File: src/rtl/ps2_tx.sv
// ps2_tx: host-to-device PS/2 transmitter.
// Performs the request-to-send handshake, then shifts out start, 8 data
// bits (LSB first), odd parity and stop on the device-generated clock.
// After that it samples the device ACK. Both pads are open-drain and are
// driven through the *_low outputs. A watchdog aborts the transfer if the
// device stops clocking.
module ps2_tx #(
  parameter int INHIBIT_CYCLES = 13000,
  parameter int FILTER_LEN     = 8,
  parameter int TIMEOUT_CYCLES = 2000000
) (
  input  logic       clk,
  input  logic       reset,
  input  logic       wr_ps2,
  input  logic [7:0] din,
  input  logic       ps2c,
  input  logic       ps2d,
  output logic       ps2c_low,
  output logic       ps2d_low,
  output logic       tx_idle,
  output logic       tx_done_tick,
  output logic       tx_err
);

  localparam int IW = $clog2(INHIBIT_CYCLES + 1);
  localparam int FW = $clog2(FILTER_LEN + 1);
  localparam int WW = $clog2(TIMEOUT_CYCLES + 1);

  localparam logic [IW-1:0] INH_LAST = IW'(INHIBIT_CYCLES - 1);
  localparam logic [FW-1:0] FLT_LAST = FW'(FILTER_LEN - 1);
  localparam logic [WW-1:0] WD_LAST  = WW'(TIMEOUT_CYCLES - 1);

  localparam logic [2:0] IDLE      = 3'd0;
  localparam logic [2:0] RTS       = 3'd1;
  localparam logic [2:0] START     = 3'd2;
  localparam logic [2:0] DATA      = 3'd3;
  localparam logic [2:0] ACK       = 3'd4;
  localparam logic [2:0] WAIT_IDLE = 3'd5;

  // Input conditioning. Index 0 is the clock line and index 1 is the data line.
  logic [1:0]         c_sync, d_sync;
  logic [1:0]         raw_s;
  logic [1:0]         filt;
  logic [1:0][FW-1:0] fcnt;
  logic               fall;

  // Transfer state
  logic [2:0]    state;
  logic [8:0]    shreg;
  logic [3:0]    cnt;
  logic [IW-1:0] inh;
  logic [WW-1:0] wd;

  assign raw_s = {d_sync[1], c_sync[1]};

  // Two-stage synchronizers. The idle bus level is 1, so the registers reset to 1.
  always_ff @(posedge clk or negedge reset) begin
    // NOTE: state registers use non-blocking assignments. This way every
    // flop samples values from before the edge, whatever order the
    // statements are written in.
    if (!reset) begin
      c_sync <= 2'b11;
      d_sync <= 2'b11;
    end else begin
      c_sync <= {c_sync[0], ps2c};
      d_sync <= {d_sync[0], ps2d};
    end
  end

  // Glitch filter. The filtered level follows the synchronized level only
  // after FILTER_LEN consecutive samples that disagree with it. The same
  // block registers the falling-edge pulse of the filtered clock.
  always_ff @(posedge clk or negedge reset) begin
    if (!reset) begin
      filt <= 2'b11;
      fcnt <= '0;
      fall <= 1'b0;
    end else begin
      fall <= filt[0] & ~raw_s[0] & (fcnt[0] == FLT_LAST);
      for (int i = 0; i < 2; i++) begin
        if (raw_s[i] == filt[i]) begin
          fcnt[i] <= '0;
        end else if (fcnt[i] == FLT_LAST) begin
          filt[i] <= raw_s[i];
          fcnt[i] <= '0;
        end else begin
          fcnt[i] <= fcnt[i] + 1'b1;
        end
      end
    end
  end

  // Transfer FSM. It also drives the registered pad controls and status outputs.
  always_ff @(posedge clk or negedge reset) begin
    if (!reset) begin
      state        <= IDLE;
      shreg        <= '0;
      cnt          <= '0;
      inh          <= '0;
      wd           <= '0;
      ps2c_low     <= 1'b0;
      ps2d_low     <= 1'b0;
      tx_idle      <= 1'b1;
      tx_done_tick <= 1'b0;
      tx_err       <= 1'b0;
    end else begin
      tx_done_tick <= 1'b0;
      case (state)
        IDLE: begin
          if (wr_ps2) begin
            shreg    <= {~^din, din};
            tx_err   <= 1'b0;
            tx_idle  <= 1'b0;
            ps2c_low <= 1'b1;
            inh      <= '0;
            cnt      <= '0;
            state    <= RTS;
          end
        end
        RTS: begin
          // Hold the clock low, then assert the start bit as the clock is released.
          if (inh == INH_LAST) begin
            ps2c_low <= 1'b0;
            ps2d_low <= 1'b1;
            wd       <= '0;
            state    <= START;
          end else begin
            inh <= inh + 1'b1;
          end
        end
        START, DATA, ACK: begin
          if (fall) begin
            // A device clock edge always wins over an expiring watchdog.
            wd  <= '0;
            cnt <= cnt + 1'b1;
            if (state == START) begin
              ps2d_low <= ~shreg[0];
              shreg    <= {1'b0, shreg[8:1]};
              state    <= DATA;
            end else if (state == DATA) begin
              if (cnt == 4'd9) begin
                ps2d_low <= 1'b0;
                state    <= ACK;
              end else begin
                ps2d_low <= ~shreg[0];
                shreg    <= {1'b0, shreg[8:1]};
              end
            end else begin
              if (filt[1]) tx_err <= 1'b1;
              state <= WAIT_IDLE;
            end
          end else if (wd == WD_LAST) begin
            ps2c_low     <= 1'b0;
            ps2d_low     <= 1'b0;
            tx_err       <= 1'b1;
            tx_done_tick <= 1'b1;
            tx_idle      <= 1'b1;
            wd           <= '0;
            state        <= IDLE;
          end else begin
            wd <= wd + 1'b1;
          end
        end
        WAIT_IDLE: begin
          if (filt[0] && filt[1]) begin
            tx_done_tick <= 1'b1;
            tx_idle      <= 1'b1;
            state        <= IDLE;
          end
        end
        default: state <= IDLE;
      endcase
    end
  end

endmodule

File: config.mk
export PLATFORM = sky130hd
export DESIGN_NAME = ps2_tx
export DESIGN_NICKNAME = d
export VERILOG_FILES = /design/src/rtl/ps2_tx.sv
export SDC_FILE = /design/constraint.sdc
export NUM_CORES = 1
export LEC_CHECK = 0
export ABC_AREA = 1
export BUFFER_PORTS_ARGS = -buffer_cell sky130_fd_sc_hd__buf_4
export CAP_MARGIN = 10
export CORE_MARGIN = 2
export CORE_UTILIZATION = 62
export CTS_CLUSTER_SIZE = 40
export DETAILED_ROUTE_END_ITERATION = 16
export PLACE_DENSITY = 0.82
export SYNTH_ARGS = -nofsm -noshare
export SYNTH_HDL_FRONTEND = slang
export SYNTH_SLANG_ARGS = --single-unit
File: constraint.sdc
create_clock -name clk -period 1.82 [get_ports clk]
set_input_delay 0.091 -clock clk [delete_from_list [all_inputs] [get_ports clk]]
set_output_delay 0.091 -clock clk [all_outputs]
set_load 0.1 [all_outputs]
==> results of run 1 <==
## cell usage after synthesis (all sizes together)
cell / count / area [um2]
nor3: 7 / 40.0
xor2: 18 / 158
buf: 7 / 55.1
o21bai: 1 / 7.51
o211ai: 2 / 15.0
o31ai: 4 / 30.0
inv: 50 / 188
nor2: 87 / 339
dfrtp: 64 / 1600
o21a: 7 / 52.6
xnor2: 8 / 70.1
a21o: 1 / 7.51
or2: 5 / 31.3
nand3b: 5 / 37.5
nand3: 54 / 285
clkbuf: 3 / 11.3
nand2: 157 / 619
a21oi: 11 / 58.8
ha: 7 / 87.6
nand4: 9 / 56.3
mux2: 1 / 11.3
o22ai: 1 / 6.26
o21ai: 35 / 175
dfstp: 7 / 184
## critical path, delay by kind of cell (launching register included)
family	cells	cell delay [ns]
compound gates	1	0.09
simple gates	8	0.86
buf+inv	1	0.21
flops	1	0.47
## logic make-up (layout without fill, tap and decap cells)
family	Yosys count	count (layout)	synth area share (%)
and+or+nand+nor	324	324	34.1
DFF	71	71	43.3
AOI/OAI and AO/OA	62	62	8.55
buffers and inverters	60	99	6.15
xor gates and xnor gates	26	26	5.52
adders and majority gates	7	7	2.12
muxes	1	1	0.273
## worst paths after layout
kind                                        end  slack (ns)  depth (start not counted)
setup / recovery           shreg[8]$_DFFE_PN0P_        0.11                         10
hold / removal             shreg[0]$_DFFE_PN0P_        0.04                          3
setup reg to reg           shreg[8]$_DFFE_PN0P_        0.11                         10
hold reg to reg             d_sync[1]$_DFF_PN1_        0.36                          0
max in group asynchronous   tx_idle$_DFFE_PN1P_        0.98                          3
min in group asynchronous     wd[7]$_DFFE_PN0P_        0.22                          2
## final cells by class
cell class / instances / area, um2 / area share, %
Multi-Input combinational cell: 420 / 2120 / 44.9
Inverter: 50 / 190 / 4.02
Timing Repair Buffer: 33 / 272 / 5.75
Sequential cell: 71 / 1790 / 37.8
Clock buffer: 10 / 128 / 2.70
Clock inverter: 6 / 134 / 2.83
Tap cell: 77 / 96.3 / 2.04
## sequential cells by signal (all words and copies together) (netlist names), 2 cells and up
| register | count |
|---|---|
| shreg | 9 |
| filt | 2 |
| d_sync | 2 |
| wd | 21 |
| fcnt | 8 |
| cnt | 4 |
| state | 3 |
| inh | 14 |
| c_sync | 2 |
## power groups by stage
stage | combinational (mW) | sequential (mW) | clock (mW)
6_report | 2.51 | 2.21 | 1.66
5_1_grt | 2.78 | 2.25 | 1.75
4_1_cts | 2.37 | 2.19 | 1.67
3_5_place_dp | 2.35 | 2.21 | 0
3_3_place_gp | 2.28 | 2.20 | 0
2_1_floorplan | 1.50 | 2.51 | 0
## per-layer routing
layer	vias up	part of all wire [%]
li1	1842	-
met3	24	4.7
met4	0	2.4
met1	1752	46
met5	-	0
met2	128	47
## stage by stage
step	TNS [ns]	power [mW]	std cells	utilization (%)	instance area (um2)
3_3_place_gp	0	4.47	646	68.6	4380
3_5_place_dp	0	4.56	646	68.6	4380
5_1_grt	-0.000772	6.78	667	74.0	4730
6_report	0	6.38	667	74.0	4730
4_1_cts	0	6.24	665	73.2	4670
2_1_floorplan	0	4.01	551	-	4130
## repair_timing
item	4_1_cts	5_1_grt
gates resized for setup	0	14
setup endpoints to repair	0	43
buffers inserted	0	2
hold buffers	3	0
hold endpoints to repair	30	0
==> results.toml, run 1 <==
[outcome]
status = "finished, final reports clean"

[cells_and_area]
insertedDiodeCount = 0
fillers = 475
final_common_cell = "nand2_1"
layout-drive-gt1-share_pct = 14.4
layout.nets = 605
layout_common_cells = "nand2_1 (147), nor2_1 (84), dfrtp_1 (63)"
syn_to_final_growth_pct = 14.5

[cts]
clockBufferDepth = 2
cts_made_buffers = 9
clock_sinks = 71
clkTransAtPathRegs_ns = 0.08
clk_latency_ns = 0.35
htreeDepth = 3
cts_tree = "done"
root_buffer = "clkbuf_8"

[logic_synthesis]
synthCells = 551
syn_avg_cell_area_um2 = 7.49
yosys_register_bits = 71
syn-num-nets = 571
syn_area_um2 = 4130
yosysUniqueCellTypes = 35
yosysSeqAreaShare_pct = 43.3
ys_warn_count = 0

[grt]
track_usage_pct = 26.4
antenna_found_initial = 0
grt_most_used_layer = "met2"
use_met3_pct = 5.10
grt_pass1_vias = 3409
grt_use_met2_pct = 42.2
grt_pass1_wl_mm = 15.4
grt_remaining_overflow = 0
grt_max_degree = 38
use_met1_pct = 35.5

[setup_path]
start_kind = "register"
crit_slowest_cell = "dfrtp_1"
cp-end-kind = "register"
path_max_fanout = 10
critical_path.max_stage_delay_ns = 0.47
path_cells = "nor2_4 > nand2_2 > nand2_4 > nand2_4 > nand2_2 > nand2_2 > nor2_4 > buf_4 > nor2_2 > a21oi_2"
worst-setup-path-type = "register to register"
cp.arrival_ns = 1.99
worstSetupStartpoint = "state[1]$_DFFE_PN0P_"
rr_startpoint = "state[1]$_DFFE_PN0P_"
critPathMostFrequentCell = "nand2_2"
cp_data_required_time_ns = 2.10

[timing]
max_clock_freq_mhz = 583
hold-worst-slack_ns = 0.0367
finalCritPeriodShare_pct = 94.2
skew_ns = 0.0113
relSlewSlack_pct = 69.9
fin_ws_ns = 0.105
hold_viol_final = 0
setup_viol = 0
tightest_slew_ns = 0.451
maxSlewViolCount = 0
period_minus_slack_ns = 1.71

[placed_design]
io_buffers = 17
gp_congestion = 0.936
dp_slack_ns = 0.0754
dpl.hpwl_mm = 6.22

[routing]
wirelength_mm = 9.13
drc = 0
vias = 3746
drt_iter0_drc = 293
wl_per_cell_um = 13.7
vias_per_cell = 5.62
drtPass1Iterations = 5
ant_nets = 0

[power_and_ir_drop]
ir_drop_mv = 1.32
power_density_nw_per_um2 = 1350
power_frac_clock_pct = 26.1
combPwrFrac_pct = 39.3
power.switching_mw = 2.58
intPower_mw = 3.79
p_leak_nw = 2.16
p_seq_share_pct = 34.6
swShare_pct = 40.5

[die]
die-area_um2 = 7330
core.rowCount = 29
start_util_pct = 64.6
die_w_um = 85.6
ios = 18
core_um2 = 6390
floorplan.die.height_um = 85.6

[job]
drv_cap = 0

[hold_path]
hp-start = "din[0]"
hp-class = "input pin to register"
No activity file was read; power rests on OpenSTA's default activity.
==> run 2, diff against run 1 <==
--- a/config.mk
+++ b/config.mk
@@ -9,10 +9,10 @@
 export BUFFER_PORTS_ARGS = -buffer_cell sky130_fd_sc_hd__buf_4
 export CAP_MARGIN = 10
 export CORE_MARGIN = 2
-export CORE_UTILIZATION = 62
+export CORE_UTILIZATION = 56
 export CTS_CLUSTER_SIZE = 40
 export DETAILED_ROUTE_END_ITERATION = 16
-export PLACE_DENSITY = 0.82
+export PLACE_DENSITY = 0.78
 export SYNTH_ARGS = -nofsm -noshare
 export SYNTH_HDL_FRONTEND = slang
 export SYNTH_SLANG_ARGS = --single-unit
==> constraint.sdc (replaced) <==
create_clock -name clk -period 1.4 [get_ports clk]
set_input_delay 0.07 -clock clk [delete_from_list [all_inputs] [get_ports clk]]
set_output_delay 0.07 -clock clk [all_outputs]
set_load 0.1 [all_outputs]
==> results.toml, run 2 (synthesized netlist as in run 1, its figures left out) <==
[outcome]
status = "finished, violations left"
violations = "setup timing"

[cells_and_area]
layout.nets = 732
final_common_cell = "buf_4"
insertedDiodeCount = 0
fin_cells = 816
fillers = 243
top_register = "wd"
layout_common_cells = "buf_4 (122), nand2_1 (93), dfrtp_1 (59)"
layout-drive-gt1-share_pct = 49.2
largestRegisters = "wd: 21 flops, inh: 14 flops, shreg: 9 flops"
syn_to_final_growth_pct = 58.7
design_area_um2 = 6550
largest_reg_flops = 21
final_util_pct = 91.3

[hold_path]
hp-start = "din[6]"
hp-class = "input pin to register"

[setup_path]
worstSetupStartpoint = "state[1]$_DFFE_PN0P_"
rr_startpoint = "state[1]$_DFFE_PN0P_"
reg2reg_slack_ns = -0.44
worst-setup-path-type = "register to register"
cp-end-kind = "register"
path_cells = "nor2_4 > nand2_2 > nand2_4 > inv_4 > buf_4 > o31ai_2"
cp.arrival_ns = 2.05
cp_data_required_time_ns = 1.62
crit_slowest_cell = "o31ai_2"
cp.buffers_inverters = 2
start_kind = "register"
critical_path.max_stage_delay_ns = 0.50
crit_family = "compound AO/OA/AOI/OAI gates"
path_max_fanout = 13

[die]
die-area_um2 = 8070
start_util_pct = 57.5
floorplan.die.height_um = 89.9
die_w_um = 89.9
core_um2 = 7180
core.rowCount = 31
ios = 18

[routing]
wl_per_cell_um = 22.9
drtPass1Iterations = 6
ant_nets = 0
wirelength_mm = 18.7
vias_per_cell = 6.49
vias = 5295
drt_iter0_drc = 696
drc = 0

[timing]
finalCritPeriodShare_pct = 131
skew_ns = 0.0148
period_minus_slack_ns = 1.84
relSlewSlack_pct = 64.4
hold_viol_final = 0
fin_ws_ns = -0.438
tightest_slew_ns = 0.531
grt_setup_unrepaired = "yes"
setup_viol = 56
max_clock_freq_mhz = 544
maxSlewViolCount = 0

[placed_design]
place_inst = 758
io_buffers = 17
dpl.hpwl_mm = 7.58
gp_congestion = 0.910
placed_cell_area_um2 = 5140

[cts]
cts_made_buffers = 9
clock_sinks = 71
cts_tree = "done"
clkTransAtPathRegs_ns = 0.09
clockBufferDepth = 2
root_buffer = "clkbuf_8"
htreeDepth = 3
clk_latency_ns = 0.37

[power_and_ir_drop]
power_density_nw_per_um2 = 1720
p_leak_nw = 3.00
ir_drop_mv = 1.85
power_mw = 11.3

[grt]
grt_pass1_wl_mm = 20.5
grt_remaining_overflow = 0
track_usage_pct = 31.2
antenna_found_initial = 0
grt_max_degree = 34
grt_pass1_vias = 4484

[job]
drv_cap = 0
## run 2: power breakdown
part	internal (mW)	total, mW	leakage (nW)	switching, mW
clock network	1.10	2.00	0.112	0.906
logic	2.46	6.30	1.98	3.84
registers	2.52	2.97	0.911	0.458
total	6.08	11.3	3.00	5.20
## run 2: timing repair
item / CTS / global route
hold buffers: 4 / 0
buffers inserted: 11 / 25
endpoints found under the hold margin: 47 / 0
gates resized for setup: 84 / 161
pin swaps: 35 / 63
setup endpoints to repair: 54 / 56
gates cloned: 2 / 1
## run 2: per-stage QoR
stage               setup TNS [ns]  hold WS [ns]  setup WS (ns)
floorplan                   -0.266        -0.226        -0.0404
global placement             -1.95        0.0298         -0.106
detailed placement           -4.09        0.0355         -0.185
CTS                          -3.74        0.0971         -0.157
global route                -15.77         0.174         -0.427
finish                      -13.32         0.125         -0.438
## run 2: metal layers
metal | GRT usage, % | up-vias | wire length (um)
met4 | 12.7 | 0 | 1680
met2 | 55.3 | 521 | 8600
met1 | 37.9 | 2483 | 6300
met3 | 5.03 | 189 | 2120
met5 | 0 | - | 0
li1 | - | 2102 | -
## run 2: final cells by class
| cell class | instances | area [um2] | share of cell area (%) |
|---|---|---|---|
| clock buffers | 11 | 151 | 2.31 |
| clock inverters | 5 | 80.1 | 1.22 |
| inverters | 50 | 221 | 3.38 |
| multi-input cells | 421 | 2810 | 42.9 |
| flip-flops and latches | 71 | 1790 | 27.4 |
| well taps | 99 | 124 | 1.89 |
| repair buffers | 159 | 1370 | 21.0 |
## run 2: worst paths after layout
path                                              to  cells past startpoint
worst max-delay path              wd[11]$_DFFE_PN0P_                      6
worst min-delay path            shreg[6]$_DFFE_PN0P_                      4
worst max register to register    wd[11]$_DFFE_PN0P_                      6
worst min register to register   c_sync[1]$_DFF_PN1_                      0
max in group asynchronous       shreg[2]$_DFFE_PN0P_                      3
min in group asynchronous         inh[4]$_DFFE_PN0P_                      2
## run 2: worst min-delay path, stage by stage
cell,delay [ns]
buf_4,0.09
nor2_1,0.04
o21ai_0,0.15
o21a_1,0.12
==> run 3, diff against run 2 <==
--- a/config.mk
+++ b/config.mk
@@ -12,6 +12,7 @@
 export CORE_UTILIZATION = 56
 export CTS_CLUSTER_SIZE = 40
 export DETAILED_ROUTE_END_ITERATION = 16
+export MAX_ROUTING_LAYER = met4
 export PLACE_DENSITY = 0.78
 export SYNTH_ARGS = -nofsm -noshare
 export SYNTH_HDL_FRONTEND = slang
==> results.toml, run 3 (synthesized netlist as in run 1, its figures left out) <==
[outcome]
status = "finished, violations left"
violations = "setup timing"

[grt]
grt_pass1_wl_mm = 20.6
grt_max_degree = 72
grt_remaining_overflow = 0
grt_pass1_vias = 4522
antenna_found_initial = 0
track_usage_pct = 32.5

[die]
floorplan.die.height_um = 89.9
die_w_um = 89.9
core_um2 = 7180
core.rowCount = 31
die-area_um2 = 8070
ios = 18
start_util_pct = 57.5

[cts]
root_buffer = "clkbuf_8"
clock_sinks = 71
clk_latency_ns = 0.38
clockBufferDepth = 2
clkTransAtPathRegs_ns = 0.09
cts_made_buffers = 9
cts_tree = "done"
htreeDepth = 3

[power_and_ir_drop]
power_mw = 11.8
power_density_nw_per_um2 = 1770
p_leak_nw = 3.05
ir_drop_mv = 1.76

[setup_path]
cp.arrival_ns = 2.12
cp-end-kind = "register"
path_cells = "nor2_4 > nand2_2 > nand2_4 > inv_6 > buf_6 > o31ai_1 > nand3_1 > nand2_1"
worst-setup-path-type = "register to register"
crit_slowest_cell = "dfrtp_1"
path_max_fanout = 5
reg2reg_to = "state[0]$_DFFE_PN0P_"
rr_startpoint = "state[1]$_DFFE_PN0P_"
start_kind = "register"
critical_path.max_stage_delay_ns = 0.44
cp_data_required_time_ns = 1.71
reg2reg_slack_ns = -0.41
r2r.worst_path.cells = 8

[timing]
max_clock_freq_mhz = 552
maxSlewViolCount = 0
period_minus_slack_ns = 1.81
fin_ws_ns = -0.411
finalCritPeriodShare_pct = 129
grt_setup_unrepaired = "yes"
setup_viol = 56
relSlewSlack_pct = 66.0
skew_ns = 0.00912
hold_viol_final = 0
tightest_slew_ns = 0.506

[routing]
vias_per_cell = 6.68
vias = 5467
drc = 0
wirelength_mm = 19.6
drtPass1Iterations = 7
ant_nets = 0
drt_iter0_drc = 631
wl_per_cell_um = 24.0

[cells_and_area]
final_common_cell = "buf_4"
syn_to_final_growth_pct = 62.0
layout_common_cells = "buf_4 (117), nand2_1 (97), dfrtp_1 (60)"
insertedDiodeCount = 0
largestRegisters = "wd: 21 flops, inh: 14 flops, shreg: 9 flops"
top_register = "wd"
layout-drive-gt1-share_pct = 49.7
design_area_um2 = 6690
largest_reg_flops = 21
layout.nets = 735
fillers = 214

[placed_design]
dpl.hpwl_mm = 7.66
gp_congestion = 0.928
io_buffers = 17
placed_cell_area_um2 = 5190

[hold_path]
hp-class = "input pin to register"
whs_path_depth = 3
hp-start = "din[0]"
hold_end = "shreg[0]$_DFFE_PN0P_"

[job]
drv_cap = 0
[run 3: cell types whose count changed in the layout (fill, tap and decap cells not counted), moves of 4 or more]
cell	change
buf_4	-5
nor2_2	+5
inv_2	-4
nor2_1	-4
nand2_1	+4
buf_6	+5
[run 3: layout make-up]
class,count,area [um2],area share (%)
Clock buffer,9,124,1.85
Clock inverter,7,96.3,1.44
Inverter,50,223,3.33
Multi-Input combinational cell,421,2860,42.8
Sequential cell,71,1790,26.8
Tap cell,99,124,1.85
Timing Repair Buffer,161,1460,21.8
Timing Repair inverter,1,7.51,0.112
[run 3: critical path, delay by kind of cell, from the launching register on]
kind,cells,cell delay [ns]
buffers and inverters,2,0.19
AO/OA/AOI/OAI,1,0.39
AND/OR/NAND/NOR,5,0.73
flip-flops,1,0.44
[run 3: per-layer routing]
layer  track usage (%)  routed length [um]
met1              38.5                6480
met2              54.8                8920
met3              5.87                2300
met4              14.1                1930
met5                 -                   0
[run 3: how the worst max path moves through the flow]
stage / to / from / slack (ns) / depth (start not counted)
floorplan: tx_err$_DFFE_PN0P_ / wd[0]$_DFFE_PN0P_ / -0.04 / 8
global placement: state[2]$_DFFE_PN0P_ / state[1]$_DFFE_PN0P_ / -0.15 / 11
detailed placement: shreg[5]$_DFFE_PN0P_ / cnt[1]$_DFFE_PN0P_ / -0.22 / 9
CTS: tx_idle$_DFFE_PN1P_ / wd[1]$_DFFE_PN0P_ / -0.15 / 7
global route: wd[18]$_DFFE_PN0P_ / wd[11]$_DFFE_PN0P_ / -0.58 / 9
finish: state[0]$_DFFE_PN0P_ / state[1]$_DFFE_PN0P_ / -0.41 / 8
[run 3: power breakdown]
| group | internal [mW] | switching (mW) |
|---|---|---|
| combinational | 2.82 | 4.09 |
| sequential | 2.51 | 0.449 |
| clock | 1.01 | 0.950 |
[run 3: timing repair]
| action | 4_1_cts | 5_1_grt |
|---|---|---|
| setup endpoints to repair | 56 | 57 |
| gates resized for setup | 99 | 158 |
| gates cloned | 4 | 1 |
| setup buffers | 9 | 28 |
| pin swaps | 29 | 58 |
| hold endpoints to repair | 66 | 0 |
| hold buffers | 3 | 0 |
[run 3: per-stage QoR]
step | setup WS [ns] | hold WS (ns) | instances | utilization [%] | setup TNS, ns
global placement | -0.149 | 0.108 | 763 | 72.4 | -2.99
finish | -0.411 | 0.0574 | 819 | 93.2 | -13.34
global route | -0.576 | 0.0446 | 819 | 93.2 | -16.44
detailed placement | -0.215 | 0.111 | 763 | 72.4 | -5.59
floorplan | -0.0404 | -0.226 | 551 | - | -0.266
CTS | -0.148 | 0.0276 | 794 | 81.7 | -4.20
